## config.mk

```make
export PLATFORM = sky130hd
export DESIGN_NAME = fetch_ctrl_flat
export DESIGN_NICKNAME = d
export VERILOG_FILES = /design/src/rtl/fetch_ctrl_pkg.sv /design/src/rtl/fetch_ctrl_if.sv /design/src/rtl/fetch_buffer.sv /design/src/rtl/fetch_ctrl.sv /design/src/flat_wrapper.sv
export SDC_FILE = /design/constraint.sdc
export NUM_CORES = 1
export LEC_CHECK = 0
export ABC_CLOCK_PERIOD_IN_PS = 1900
export CAP_MARGIN = 40
export CORE_AREA = 2 2 77 79
export CTS_CLUSTER_SIZE = 12
export DETAILED_ROUTE_END_ITERATION = 10
export DIE_AREA = 0 0 79 81
export DONT_BUFFER_PORTS = 1
export PLACE_DENSITY_LB_ADDON = 0.12
export SLEW_MARGIN = 0
export SYNTH_ARGS = -nofsm -noshare
export SYNTH_HDL_FRONTEND = slang
export SYNTH_SLANG_ARGS = --single-unit
```

## constraint.sdc

```tcl
create_clock -name clk -period 1.9 [get_ports clk]
set_input_delay 0.19 -clock clk [delete_from_list [all_inputs] [get_ports clk]]
set_output_delay 0.19 -clock clk [all_outputs]
set_load 0.01 [all_outputs]
```

## src/rtl/fetch_ctrl_pkg.sv

```systemverilog
// fetch_ctrl_pkg: shared types and constants for the fetch stage.
//  - fetch_state_e : FSM states REQ/WAIT/HOLD/DROP
//  - PC_RESET_DEF / EXC_VEC_DEF : default reset PC and exception vector
//  - misaligned()  : word-alignment test for a PC
package fetch_ctrl_pkg;

  localparam int FETCH_STATE_SIZE = 2;

  typedef enum logic [FETCH_STATE_SIZE-1:0] {
    FETCH_REQ  = 2'd0,
    FETCH_WAIT = 2'd1,
    FETCH_HOLD = 2'd2,
    FETCH_DROP = 2'd3
  } fetch_state_e;

  localparam logic [31:0] PC_RESET_DEF = 32'h0000_3000;
  localparam logic [31:0] EXC_VEC_DEF  = 32'h0000_4180;

  function automatic logic misaligned(input logic [31:0] pc);
    return pc[1:0] != 2'b00;
  endfunction

endpackage

```

## src/rtl/fetch_ctrl_if.sv

```systemverilog
// fetch_ctrl_if: instruction-memory request/response port.
//  req    : request valid (master -> slave)
//  addr   : request address (master -> slave)
//  gnt    : request accepted this cycle (slave -> master)
//  rvalid : read data valid (slave -> master)
//  rdata  : read data (slave -> master)
interface fetch_ctrl_if;
  logic        req;
  logic [31:0] addr;
  logic        gnt;
  logic        rvalid;
  logic [31:0] rdata;

  modport master (output req, addr, input gnt, rvalid, rdata);
  modport slave  (input req, addr, output gnt, rvalid, rdata);
endinterface

```

## src/rtl/fetch_buffer.sv

```systemverilog
// fetch_buffer: F/D holding registers (F_PC, F_instr, F_valid, F_adel).
//  clk, reset    : clock, synchronous active-low reset
//  pc_ld/pc_in   : load a new F_PC
//  instr_ld/..in : capture a returned word, mark valid
//  adel_set      : mark the current PC as a misaligned fetch (word forced 0)
//  inv           : drop valid/adel (word and PC are kept unless also loaded)
module fetch_buffer
  import fetch_ctrl_pkg::*;
#(
  parameter logic [31:0] PC_RESET = PC_RESET_DEF
) (
  input  logic        clk,
  input  logic        reset,
  input  logic        pc_ld,
  input  logic [31:0] pc_in,
  input  logic        instr_ld,
  input  logic [31:0] instr_in,
  input  logic        adel_set,
  input  logic        inv,
  output logic [31:0] F_PC,
  output logic [31:0] F_instr,
  output logic        F_valid,
  output logic        F_adel
);

  always_ff @(posedge clk) begin
    if (!reset) begin
      F_PC    <= PC_RESET;
      F_instr <= '0;
      F_valid <= 1'b0;
      F_adel  <= 1'b0;
    end else begin
      if (pc_ld) F_PC <= pc_in;
      if (instr_ld) begin
        F_instr <= instr_in;
        F_valid <= 1'b1;
        F_adel  <= 1'b0;
      end else if (adel_set) begin
        F_instr <= '0;
        F_valid <= 1'b1;
        F_adel  <= 1'b1;
      end else if (inv) begin
        F_valid <= 1'b0;
        F_adel  <= 1'b0;
      end
    end
  end

endmodule

```

## src/rtl/fetch_ctrl.sv

```systemverilog
// fetch_ctrl: fetch-stage sequencer, one outstanding instruction-memory request.
//  clk, reset        : clock, synchronous active-low reset
//  next_PC           : NPC result for the buffered word
//  stall             : D not accepting this cycle
//  redirect/_PC      : abandon current fetch, restart at redirect_PC
//  exc_redirect_en   : misaligned next_PC goes to EXC_VEC when set
//  im                : instruction-memory master port
//  F_PC/F_instr/F_valid/F_adel : F/D register contents
module fetch_ctrl
  import fetch_ctrl_pkg::*;
#(
  parameter logic [31:0] PC_RESET = PC_RESET_DEF,
  parameter logic [31:0] EXC_VEC  = EXC_VEC_DEF
) (
  input  logic          clk,
  input  logic          reset,
  input  logic [31:0]   next_PC,
  input  logic          stall,
  input  logic          redirect,
  input  logic [31:0]   redirect_PC,
  input  logic          exc_redirect_en,
  fetch_ctrl_if.master  im,
  output logic [31:0]   F_PC,
  output logic [31:0]   F_instr,
  output logic          F_valid,
  output logic          F_adel
);

  fetch_state_e state;
  // Low for the cycle following reset so im_req stays 0 while reset is applied
  // and the first cycle after release is the first REQ cycle.
  logic         live;
  logic         pc_bad;
  logic         pc_ld, instr_ld, adel_set, inv;
  logic [31:0]  pc_in;

  assign pc_bad  = misaligned(F_PC);
  assign im.req  = live && (state == FETCH_REQ) && !pc_bad;
  assign im.addr = F_PC;

  // Buffer control decode; redirect overrides every state action.
  always_comb begin
    pc_ld    = 1'b0;
    pc_in    = redirect_PC;
    instr_ld = 1'b0;
    adel_set = 1'b0;
    inv      = 1'b0;
    if (redirect) begin
      pc_ld = 1'b1;
      inv   = 1'b1;
    end else begin
      case (state)
        FETCH_REQ:  adel_set = live && pc_bad;
        FETCH_WAIT: instr_ld = im.rvalid;
        FETCH_HOLD: if (!stall) begin
          pc_ld = 1'b1;
          inv   = 1'b1;
          pc_in = (misaligned(next_PC) && exc_redirect_en) ? EXC_VEC : next_PC;
        end
        default: ;
      endcase
    end
  end

  always_ff @(posedge clk) begin
    if (!reset) begin
      state <= FETCH_REQ;
      live  <= 1'b0;
    end else begin
      live <= 1'b1;
      if (redirect) begin
        // A read still in flight must be drained before the next request.
        // If it returns in this same cycle it is already gone, so go to REQ.
        if ((state == FETCH_WAIT || state == FETCH_DROP) && !im.rvalid)
          state <= FETCH_DROP;
        else
          state <= FETCH_REQ;
      end else begin
        case (state)
          FETCH_REQ: if (live) begin
            if (pc_bad)       state <= FETCH_HOLD;
            else if (im.gnt)  state <= FETCH_WAIT;
          end
          FETCH_WAIT: if (im.rvalid) state <= FETCH_HOLD;
          FETCH_HOLD: if (!stall)    state <= FETCH_REQ;
          FETCH_DROP: if (im.rvalid) state <= FETCH_REQ;
          default:                   state <= FETCH_REQ;
        endcase
      end
    end
  end

  fetch_buffer #(.PC_RESET(PC_RESET)) u_buf (
    .clk      (clk),
    .reset    (reset),
    .pc_ld    (pc_ld),
    .pc_in    (pc_in),
    .instr_ld (instr_ld),
    .instr_in (im.rdata),
    .adel_set (adel_set),
    .inv      (inv),
    .F_PC     (F_PC),
    .F_instr  (F_instr),
    .F_valid  (F_valid),
    .F_adel   (F_adel)
  );

endmodule

```

## src/flat_wrapper.sv

```systemverilog
// flat-port wrapper written by rule: the top's interface ports become plain ports
module fetch_ctrl_flat import fetch_ctrl_pkg::*;
#(
  parameter logic [31:0] PC_RESET = PC_RESET_DEF,
  parameter logic [31:0] EXC_VEC  = EXC_VEC_DEF
)
  (clk, reset, next_PC, stall, redirect, redirect_PC, exc_redirect_en, F_PC, F_instr, F_valid, F_adel, im_req, im_addr, im_gnt, im_rvalid, im_rdata);
  fetch_ctrl_if im_i ();
  input  logic clk;
  input  logic reset;
  input  logic [31:0] next_PC;
  input  logic stall;
  input  logic redirect;
  input  logic [31:0] redirect_PC;
  input  logic exc_redirect_en;
  output logic [31:0] F_PC;
  output logic [31:0] F_instr;
  output logic F_valid;
  output logic F_adel;
  output wire logic [$bits(im_i.req)-1:0] im_req;
  output wire logic [$bits(im_i.addr)-1:0] im_addr;
  input wire logic [$bits(im_i.gnt)-1:0] im_gnt;
  input wire logic [$bits(im_i.rvalid)-1:0] im_rvalid;
  input wire logic [$bits(im_i.rdata)-1:0] im_rdata;
  assign im_req = im_i.req;
  assign im_addr = im_i.addr;
  assign im_i.gnt = im_gnt;
  assign im_i.rvalid = im_rvalid;
  assign im_i.rdata = im_rdata;
  fetch_ctrl #(.PC_RESET(PC_RESET), .EXC_VEC(EXC_VEC)) u_core (.clk(clk), .reset(reset), .next_PC(next_PC), .stall(stall), .redirect(redirect), .redirect_PC(redirect_PC), .exc_redirect_en(exc_redirect_en), .im(im_i), .F_PC(F_PC), .F_instr(F_instr), .F_valid(F_valid), .F_adel(F_adel));
endmodule
```

==> Word-level counts from Yosys, hierarchy flattened <==
Cells that the tools add are included.
W data, S select, Z words.
{ "classes": {"eq_ne": 8, "n_mux": 26, "bitwise": 1, "n_reduce_logical": 16} }
{ "op_table": {"columns": ["operator", "n"], "rows": [
  ["$mux W32", 6],
  ["$mux W2", 8],
  ["$mux W1", 11],
  ["$ne A3 B3 Y1 const B", 3],
  ["$pmux W2 S4", 1],
  ["$reduce_bool A2 Y1", 4],
  ["$logic_and A1 B1 Y1", 5],
  ["$reduce_and A5 Y1", 1],
  ["$eq A2 B2 Y1 const B", 2],
  ["$ne A4 B3 Y1 const B", 1],
  ["$ne A3 B2 Y1 const B", 1],
  ["$reduce_bool A3 Y1", 1],
  ["$eq A2 B1 Y1 const B", 1],
  ["$logic_not A1 Y1", 2],
  ["$logic_not A2 Y1", 1],
  ["$reduce_or A2 Y1", 1],
  ["$logic_or A1 B1 Y1", 1],
  ["$not A1 Y1", 1]
]} }
{ "totals": {"register_bits": 69, "input_bits": 103, "out_inout_bits": 99, "elab_cells": 57} }

==> Logic depth before layout (Yosys ltp) <==
{ "logic_depth": {"word_depth": 6, "mapped_depth": 6} }

==> Modules after synthesis <==
From an unflattened synthesis, not the netlist that was laid out.
{ "unflattened": {"cells_unflattened": 359, "hier_area_um2": 3509.6} }
{ "by_module_without_submodules": {"columns": ["module", "n_inst", "cells_each", "area_each_um2"], "rows": [
  ["fetch_buffer", 1, 253, 2672.6],
  ["fetch_ctrl", 1, 106, 837.1]
]} }

==> Worst setup path before layout <==
OpenSTA, ideal clock, no wires.
{ "synth_path": {"path_kind": "register to register", "startpoint": "register u_core.state[0]", "endpoint": "register u_core.u_buf.F_instr[10]", "setup_time_ns": 0.132, "arrival_time_ns": 1.445, "slack_ns": 0.323, "stages_incl_launch_ff": 7, "path_buffers": 3, "synth_period_minus_slack_ns": 1.577, "cell_sequence": "dfxtp_1 buf_6 or4b_4 buf_6 buf_2 o211ai_1 a21oi_1"} }
{ "synth_between": {"elab_chain_len": 4, "elab_cells_between_ends": 8, "cone_classes": "1 x eq/ne; 5 x mux; 2 x reduce/logical"} }
{ "synth_rtl": {"columns": ["item", "line", "source"], "rows": [
  ["start: declaration", "fetch_ctrl.sv:29", "fetch_state_e state;"],
  ["start signal: assignment", "fetch_ctrl.sv:67", "state <= FETCH_REQ;"],
  ["start signal: assignment", "fetch_ctrl.sv:75", "state <= FETCH_DROP;"],
  ["start signal: assignment", "fetch_ctrl.sv:77", "state <= FETCH_REQ;"],
  ["$eq A2 B1 Y1 / $logic_not A2 Y1 (equally long branches)", "fetch_ctrl.sv:52", "case (state)"],
  ["$mux W1", "fetch_ctrl.sv:52", null],
  ["$mux W1", "fetch_ctrl.sv:48", "if (redirect) begin"],
  ["$mux W32 / $reduce_bool A2 Y1 (equally long branches)", null, null],
  ["end signal: assignment", "fetch_buffer.sv:35", "F_instr <= instr_in;"],
  ["end: declaration", "fetch_buffer.sv:21", "output logic [31:0] F_instr,"]
]} }
Several ways; a longest one is shown, not always the timed one.
A chain may end at the register's enable or synchronous reset.

==> Worst setup path after layout <==
{ "layout_path": {"startpoint": "register u_core.state[0]", "endpoint": "output port im_req"} }
{ "layout_between": {"elab_chain_len": 3} }
{ "layout_rtl": {"columns": ["item", "line", "source"], "rows": [
  ["$logic_not A2 Y1", "fetch_ctrl.sv:38", "assign im.req = live && (state == FETCH_REQ) && !pc_bad;"],
  ["$logic_and A1 B1 Y1 (2 in a row)", "fetch_ctrl.sv:38", null],
  ["end: declaration", "flat_wrapper.sv:20", "output wire logic [$bits(im_i.req)-1:0] im_req;"]
]} }
Every way passes these cells.

==> flow_summary.json <==
{
  "status": "complete, no violations",
  "crit_type": "reg -> out",
  "ys_types": 34,
  "drive_gt1_frac": 0.0990,
  "place_congestion": 0.770,
  "maxSlewHeadroom": 0.605,
  "synth.avg_cell_area_um2": 8.37,
  "wl_per_cell_um": 18.5,
  "dieArea_mm2": 0.00640,
  "clkTransAtPathRegs_ns": 0.07,
  "worstPathArrival_ns": 1.56,
  "ys.flop_type": "dfxtp_1",
  "grt_usage": 0.260,
  "whs_path_depth": 2,
  "antenna_found_initial": 0,
  "crit_fanout": 7,
  "remaining_drc_errors": 0,
  "dr.first_iter.drc_count": 165,
  "holdPathEnd": "u_core.u_buf.F_PC[29]",
  "reg2reg_to": "u_core.u_buf.F_PC[12]",
  "crit_buf_inv": 1,
  "final_nets": 493,
  "cap_violations": 0,
  "setup-tns-final_ns": 0,
  "crit_path_max_incr_delay_ns": 0.50,
  "cp_top_family": "simple AND/OR/NAND/NOR gates",
  "cellPowerDensity_mw_per_mm2": 788,
  "path_cells": "buf_4 -> or3b_2 -> nor3_2",
  "min_path_type": "in -> reg",
  "vias": 2869,
  "grt.overflow.total": 0,
  "rsz0062_at_grt": "false",
  "post_cts_buffers": 0,
  "synthArstFlopShare": 0,
  "grt_first_pass_wirelength_um": 13200,
  "io_pins": 202,
  "fin_skew_ns": 0.00865,
  "min_from": "next_PC[29]",
  "clock_latency_ns": 0.33,
  "final_common_cell": "dfxtp_1",
  "cts.path.max_buffers": 2,
  "cp_slowest_cell": "or3b_2",
  "finalSetupViolCount": 0,
  "synth_area_mm2": 0.00322,
  "crit_path_end_kind": "output pin",
  "slew_viol_final": 0,
  "worstReg2RegStart": "u_core.state[1]",
  "start_util": 0.568,
  "first_pass_iters": 4,
  "worst_pin_slew_ns": 0.592,
  "grt_pass1_vias": 2639,
  "routed_wl_um": 8660,
  "cts_buffers": 9,
  "drtAntennaViolNets": 0,
  "coreArea_mm2": 0.00568,
  "syn_inst": 385,
  "hpwlAfterDp_um": 5420,
  "root_buffer": "clkbuf_8",
  "synth_edf_count": 0,
  "cts_tree": "built",
  "layout_common_cells": "dfxtp_1, a21oi_1, dlygate4sd3_1",
  "fin_crit_ns": 1.75,
  "htree_num_levels": 3,
  "syn-num-nets": 488,
  "worstPathRequired_ns": 1.71,
  "p_leak_nw": 1.25,
  "ys_ff_latch": 69,
  "hold_viol_final": 0,
  "portBuffers": 0,
  "clock_sinks": 69,
  "fin_cells": 469,
  "r2r_cells": 3,
  "fin_crit_sh": 0.919,
  "startpoint_type": "flop",
  "die_w_um": 79,
  "dpl.cell_count": 407,
  "diodes": 0,
  "die_h_um": 81,
  "vias_per_cell": 6.12,
  "grt_start_max_net_pins": 39,
  "ys_seq_area_frac": 0.429,
  "ir_worst_vdd_uv": 436,
  "fp-row-count": 28,
  "ys_warn_count": 0,
  "fmax_mhz": 573,
  "ff2ff_setup_slack_ns": 0.23,
  "synthToLayoutAreaGrowth_pct": 15.2
}
==> routing by layer <==
| metal | GRT usage | share of wire | up-vias |
|---|---|---|---|
| met4 | 0.0966 | 0.018 | 0 |
| li1 | - | - | 1349 |
| met2 | 0.448 | 0.50 | 148 |
| met3 | 0.0833 | 0.085 | 16 |
| met5 | 0 | 0 | - |
| met1 | 0.304 | 0.39 | 1356 |
==> power by group <==
part / internal [mW] / switching, mW
combinational: 0.157 / 0.167
clock: 0.498 / 0.522
sequential: 1.50 / 0.0856
==> worst max-delay path by stage <==
stage	cells past startpoint	slack [ns]	end	start
5_1_grt	3	0.1	im_req	u_core.state[0]
6_report	3	0.15	im_req	u_core.state[0]
4_1_cts	3	0.02	im_req	u_core.state[0]
3_5_place_dp	3	0.25	u_core.u_buf.F_PC[13]	u_core.state[1]
2_1_floorplan	6	0.32	u_core.u_buf.F_instr[10]	u_core.state[0]
3_3_place_gp	3	0.28	u_core.u_buf.F_PC[13]	u_core.state[1]
==> repair_timing <==
action	4_1_cts	5_1_grt
setup endpoints to repair	0	1
hold buffers	47	0
endpoints found under the hold margin	49	0
resized for setup	0	1
==> Yosys cell counts (all sizes together), types with 2 or more instances <==
master / number / area, um^2
and2: 27 / 169
buf: 44 / 313
o211ai: 32 / 240
a31oi: 29 / 181
dfxtp: 69 / 1380
nand3: 27 / 135
a221o: 2 / 20.0
a21oi: 58 / 290
o21ai: 6 / 30.0
a221oi: 3 / 26.3
inv: 9 / 33.8
nor4b: 2 / 38.8
or3b: 3 / 26.3
clkbuf: 24 / 91.3
nand2: 37 / 139
==> stage by stage <==
step                power [mW]  hold slack, ns  utilization  area, um^2  setup slack (ns)
global placement          1.85           0.218        0.541        3070             0.279
CTS                       2.95        0.000149        0.653        3710            0.0169
floorplan                 1.84           0.218            -        3220             0.323
global route              3.07         0.00534        0.654        3710            0.0982
finish                    2.93          0.0127        0.654        3710             0.154
detailed placement        1.85           0.218        0.541        3070             0.250
==> sequential cells by signal, summed over array words and instances, names as in the netlist <==
register / cells
u_core.u_buf.F_instr: 32
u_core.live: 1
u_core.state: 2
u_core.u_buf.F_PC: 32
u_core.u_buf.F_adel: 1
u_core.u_buf.F_valid: 1
==> layout make-up <==
cell class | count | area [um^2]
fillers | 486 | 1960
flip-flops and latches | 69 | 1380
multi-input cells | 238 | 1430
clock inverters | 4 | 25.0
well taps | 75 | 93.8
clock buffers | 11 | 141
inverters | 10 | 37.5
repair buffers | 62 | 608
==> logic make-up after synthesis <==
kind of cell / share of synthesized area
AOI/OAI and AO/OA: 0.256
DFF: 0.429
buffers and inverters: 0.137
and+or+nand+nor: 0.178
Power figures use the tool's default switching activity.
